<file path="src/rtl/usb_rx_pkg.sv">
// Shared types and constants for the USB full-speed receive controller.
// States, the SYNC pattern and the PID nibble type live here so checkers can bind to them.
package usb_rx_pkg;

    typedef enum logic [3:0] {
        IDLE      = 4'd0,
        RECV_SYNC = 4'd1,
        CHK_SYNC  = 4'd2,
        RECV_PID  = 4'd3,
        CHK_PID   = 4'd4,
        RECV_BYTE = 4'd5,
        STORE     = 4'd6,
        EOP_WAIT  = 4'd7,
        ERR_WAIT  = 4'd8,
        ERR_IDLE  = 4'd9
    } rx_state_t;

    localparam logic [7:0] SYNC_BYTE = 8'h80;

    typedef logic [3:0] pid_t;

    // The timing stage stays enabled in every state between the start edge and the terminating EOP.
    function automatic logic state_rcving(input rx_state_t s);
        return (s != IDLE) && (s != EOP_WAIT) && (s != ERR_IDLE);
    endfunction

endpackage

</file>
<file path="src/rtl/rx_bit_tracker.sv">
// Counts shift_enable strobes since the last byte_received; byte_aligned marks a byte boundary.
// Used to tell a clean EOP (on a byte boundary) from a truncated byte.
module rx_bit_tracker (
    input  logic clk,
    input  logic n_rst,
    input  logic clear,
    input  logic shift_enable,
    input  logic byte_received,
    output logic byte_aligned
);

    logic [2:0] bit_count;

    always_ff @(posedge clk or negedge n_rst) begin
        if (!n_rst) begin
            bit_count <= 3'd0;
        end else if (clear || byte_received) begin
            bit_count <= 3'd0;
        end else if (shift_enable) begin
            bit_count <= bit_count + 3'd1;
        end
    end

    assign byte_aligned = (bit_count == 3'd0);

endmodule

</file>
<file path="src/rtl/usb_rx_ctrl.sv">
// Receive-side framing FSM: SYNC -> PID -> data bytes -> EOP, with FIFO write strobes and error flag.
// Define USB_RX_PID_CHECK_EN to reject PID bytes whose high nibble is not the complement of the low nibble.
module usb_rx_ctrl
    import usb_rx_pkg::*;
#(
    parameter  int MAX_BYTES = 64,
    localparam int CW        = $clog2(MAX_BYTES + 1)
) (
    input  logic            clk,
    input  logic            n_rst,
    input  logic            d_edge,
    input  logic            eop,
    input  logic            shift_enable,
    input  logic            byte_received,
    input  logic [7:0]      rcv_data,
    output logic            rcving,
    output logic            w_enable,
    output logic            r_error,
    output pid_t            pid,
    output logic [CW-1:0]   byte_count,
    output rx_state_t       dbg_state
);

    rx_state_t state, state_n;
    logic      byte_aligned;
    logic      pid_ok;
    logic      eop_bit;
    logic      start;
    logic      at_max;

    rx_bit_tracker u_bit_tracker (
        .clk          (clk),
        .n_rst        (n_rst),
        .clear        (state == IDLE),
        .shift_enable (shift_enable),
        .byte_received(byte_received),
        .byte_aligned (byte_aligned)
    );

`ifdef USB_RX_PID_CHECK_EN
    assign pid_ok = (rcv_data[7:4] == ~rcv_data[3:0]);
`else
    assign pid_ok = 1'b1;
`endif

    assign eop_bit = eop && shift_enable;
    assign start   = (state == IDLE) && d_edge;
    assign at_max  = (byte_count == CW'(MAX_BYTES));

    // A byte_received always wins over a coincident EOP; the EOP is picked up in the following RECV state.
    always_comb begin
        state_n = state;
        case (state)
            IDLE:      if (d_edge) state_n = RECV_SYNC;
            RECV_SYNC: begin
                if (byte_received) state_n = CHK_SYNC;
                else if (eop_bit)  state_n = ERR_IDLE;
            end
            CHK_SYNC:  state_n = (rcv_data == SYNC_BYTE) ? RECV_PID : ERR_WAIT;
            RECV_PID:  begin
                if (byte_received) state_n = CHK_PID;
                else if (eop_bit)  state_n = ERR_IDLE;
            end
            CHK_PID:   state_n = pid_ok ? RECV_BYTE : ERR_WAIT;
            RECV_BYTE: begin
                if (byte_received) state_n = STORE;
                else if (eop_bit)  state_n = byte_aligned ? EOP_WAIT : ERR_IDLE;
            end
            STORE:     state_n = at_max ? ERR_WAIT : RECV_BYTE;
            ERR_WAIT:  if (eop_bit) state_n = ERR_IDLE;
            EOP_WAIT,
            ERR_IDLE:  if (d_edge) state_n = IDLE;
            default:   state_n = IDLE;
        endcase
    end

    always_ff @(posedge clk or negedge n_rst) begin
        if (!n_rst) state <= IDLE;
        else        state <= state_n;
    end

    always_ff @(posedge clk or negedge n_rst) begin
        if (!n_rst) begin
            r_error    <= 1'b0;
            pid        <= 4'h0;
            byte_count <= '0;
        end else if (start) begin
            r_error    <= 1'b0;
            pid        <= 4'h0;
            byte_count <= '0;
        end else begin
            if ((state_n == ERR_WAIT) || (state_n == ERR_IDLE)) r_error <= 1'b1;
            if ((state == CHK_PID) && pid_ok) pid <= rcv_data[3:0];
            if (w_enable) byte_count <= byte_count + CW'(1);
        end
    end

    assign w_enable  = (state == STORE) && !at_max;
    assign rcving    = state_rcving(state);
    assign dbg_state = state;

endmodule

</file>
<file path="config.mk">
export PLATFORM = sky130hd
export DESIGN_NAME = usb_rx_ctrl
export DESIGN_NICKNAME = d
export VERILOG_FILES = /design/src/rtl/usb_rx_pkg.sv /design/src/rtl/rx_bit_tracker.sv /design/src/rtl/usb_rx_ctrl.sv
export SDC_FILE = /design/constraint.sdc
export NUM_CORES = 1
export LEC_CHECK = 0
export CAP_MARGIN = 40
export CORE_MARGIN = 4
export CORE_UTILIZATION = 47
export DETAILED_ROUTE_END_ITERATION = 12
export PLACE_DENSITY = 0.82
export SLEW_MARGIN = 20
export SYNTH_ARGS = -nofsm -noshare
export SYNTH_HDL_FRONTEND = slang
export SYNTH_SLANG_ARGS = --single-unit
</file>
<file path="constraint.sdc">
create_clock -name clk -period 1.99 [get_ports clk]
set_input_delay 0.597 -clock clk [delete_from_list [all_inputs] [get_ports clk]]
set_output_delay 0.597 -clock clk [all_outputs]
set_load 0.05 [all_outputs]
</file>
==> results.toml <==
[synth]
synth_xor_area_share_pct = 5.27
synth.mux.area_fraction_pct = 6.02
ys_warn_count = 0
syn_area_mm2 = 0.00116
synth_cell_types = 35
synth_compound_area_share_pct = 8.06
synthAdderAreaFrac_pct = 4.30
synthCells = 123
synth_edf_count = 0
yosysSeqAreaShare_pct = 40.9
synthSimpleGateAreaFrac_pct = 30.5
synth_top_family_by_area = "simple AND/OR/NAND/NOR gates"
syn_avg_cell_area_um2 = 9.46
async_flop_share_pct = 100
syn_nets = 141
ys.flop_type = "dfrtp_1"
synth.top_cell.area_share_pct = 40.9
yosysTopAreaCell = "dfrtp_1"
synth-seq-cells = 19
synth.area.top_cells = "dfrtp_1 (41%), mux2i_1 (6.0%), nor2_1 (5.8%), ha_1 (4.3%), nand2_1 (3.9%)"

[clock_network]
clk_pin_slew_ns = 0.10
clock_latency_ns = 0.29
h-tree-depth = 1
clock_path_buffers = 2
ctsRootBufferMaster = "clkbuf_4"
cts_tree = "yes"
cts_buffers = 3
hold_buffers = 0
clock_sinks = 19

[worst_setup_path]
max_stage_delay_ns = 0.45
crit_slowest_cell = "o41a_4"
critical_path_peak_fanout = 2
reg2regPathDepth = 6
reg2reg_slack_ns = 0.35
cp.arrival_ns = 1.55
crit_type = "reg2out"
critPathCaptureType = "output pin"
cp.required_ns = 1.39
r2r_start = "dbg_state[2]"
r2r-end = "r_error"
crit_chain = "inv_2, ha_4, nand2_2, o41a_4, buf_12"
crit_path_start_kind = "register"
setup.worst_path.start = "byte_count[1]"

[route]
drt-initial-drc-count = 28
postRouteAntennaNets = 0
drc = 0
vias_per_cell = 5.36
routed_wl_um = 2830
drt_first_pass_iters = 4
via_count = 1050
routedWlPerCell_um = 14.4

[min_path]
hold_path.class = "reg2reg"
min_from = "pid[0]"
whs_endpoint = "pid[0]"
worstHoldPathCells = 2

[place]
portBuffers = 31
placedCellCount = 188
place.gp.congestion = 0.826
placed_area_mm2 = 0.00158
hpwlAfterDp_um = 2240

[final_layout]
fillers = 160
drive_above_1_share_pct = 35.1
fin_cells = 196
area_growth_pct = 43.8
fin_area_mm2 = 0.00167
antennaDiodeCount = 0
fin_nets = 187

[outcome]
violations = "negative setup slack"
outcome = "finished with violations"

[die]
die_y_um = 57.8
die-area_mm2 = 0.00334
core_area_mm2 = 0.00228
initial_core_util_pct = 51.1
rows = 17
io_pins = 32
die_x_um = 57.8

[power_and_ir_drop]
peakVddDrop_v = 0.00113
power_density_mw_per_mm2 = 1270
comb_power_share_pct = 65.1
pwr-share-clk_pct = 8.8
p_sw_mw = 0.995
power_frac_seq_pct = 26.0
switching_share_pct = 46.8
power.internal_mw = 1.13
leakage_nw = 0.760

[sta]
fmax_ghz = 0.465
setup_ws_ns = -0.160
setup_tns_ns = -0.235
relSlewSlack_pct = 66.9
drv_slew = 0
grt_setup_unrepaired = "yes"
setup_viol = 2
worst_clock_skew_ns = 0.00580
fin_crit_sh_pct = 108
hold_viol = 0
worst_pin_slew_ns = 0.494
period_minus_slack_ns = 2.15
whs_ns = 0.539

[global_route]
grt_antenna_before_repair = 0
grt_max_degree = 20
grtUsageTotal_pct = 18.2
grt_pass1_vias = 1098
grt_overflow = 0
grt_pass1_wl_um = 4780

[job]
drv_cap = 0
==> worst max path at each step <==
stage                     slack (ns)       end  cells past startpoint
after floorplan                -0.02    rcving                      4
after global placement          0.05   r_error                      4
after detailed placement        0.04   r_error                      4
after CTS                      -0.17  w_enable                      5
after global routing           -0.22  w_enable                      5
final                          -0.16  w_enable                      5
==> cells by family after synthesis <==
group	after synthesis
simple gates	61
compound gates	14
mux	7
flops	19
fa+ha+maj	4
xor+xnor	7
buf+inv	11
==> flip-flops by register name, summed over array words and instances, names as in the netlist <==
signal	count
byte_count	7
dbg_state	4
pid	4
u_bit_tracker.bit_count	3
r_error	1
==> routing by layer <==
layer	share of wire [%]	global-route usage, %	wire length (um)
met2	53	34.0	1500
met4	0.35	5.63	10
met3	3.7	2.45	104
met5	0	0	0
met1	43	21.4	1210
==> synthesized netlist by cell type (3+ instances only) <==
| cell type | number |
|---|---|
| dfrtp_1 | 19 |
| nor2_1 | 18 |
| nand2_1 | 12 |
| mux2i_1 | 7 |
| a21oi_1 | 5 |
| inv_1 | 5 |
| xor2_1 | 5 |
| buf_2 | 4 |
| ha_1 | 4 |
| nand3_1 | 4 |
| nand2b_1 | 3 |
| nand4_1 | 3 |
| nor4_1 | 3 |
| nor4b_1 | 3 |
| o21ai_0 | 3 |
==> power by group through the flow <==
stage	combinational [mW]	clock, mW	sequential (mW)
2_1_floorplan	0.605	0	0.817
3_3_place_gp	1.27	0	0.560
3_5_place_dp	1.29	0	0.571
4_1_cts	1.38	0.194	0.554
5_1_grt	1.48	0.221	0.569
6_report	1.38	0.188	0.553
==> critical path, delay by kind of cell, from the launching register on <==
kind / cells / cell delay, ns
AOI/OAI and AO/OA: 1 / 0.45
adders and majority gates: 1 / 0.12
buffers and inverters: 2 / 0.23
DFF: 1 / 0.43
and+or+nand+nor: 1 / 0.05
==> metrics by stage <==
stage	util (%)	total power [mW]	worst slack, ns
after floorplan	-	1.42	-0.0201
after global placement	69.5	1.83	0.0508
after detailed placement	69.5	1.86	0.0419
after CTS	73.4	2.13	-0.174
after global routing	73.5	2.27	-0.217
final	73.5	2.13	-0.160
==> cell type report <==
class	instances	area [um2]	area share [%]
Clock buffer	4	26.3	1.57
Inverter	5	18.8	1.12
Multi-Input combinational cell	93	671	40.1
Sequential cell	19	483	28.9
Tap cell	28	35.0	2.09
Timing Repair Buffer	47	439	26.3
==> placed cells by master, fill, tap and decap left out, drive strengths merged, types with 4 or more instances in the layout <==
cell type,synthesis,routed
xor2,5,5
nor4b,4,4
nand2b,4,4
inv,5,5
mux2i,7,7
clkdlybuf4s50,0,13
nand2,12,12
dfrtp,19,19
ha,4,4
a21oi,5,5
clkbuf,1,4
buf,5,34
nand3,4,4
nor2,19,19
==> repair_timing <==
| item | CTS | global route |
|---|---|---|
| pin swaps | 2 | 0 |
| endpoints found under the hold margin | 0 | 0 |
| setup buffers | 4 | 0 |
| setup endpoints to repair | 2 | 2 |
| gates resized for setup | 10 | 1 |
Power figures use the tool's default switching activity.
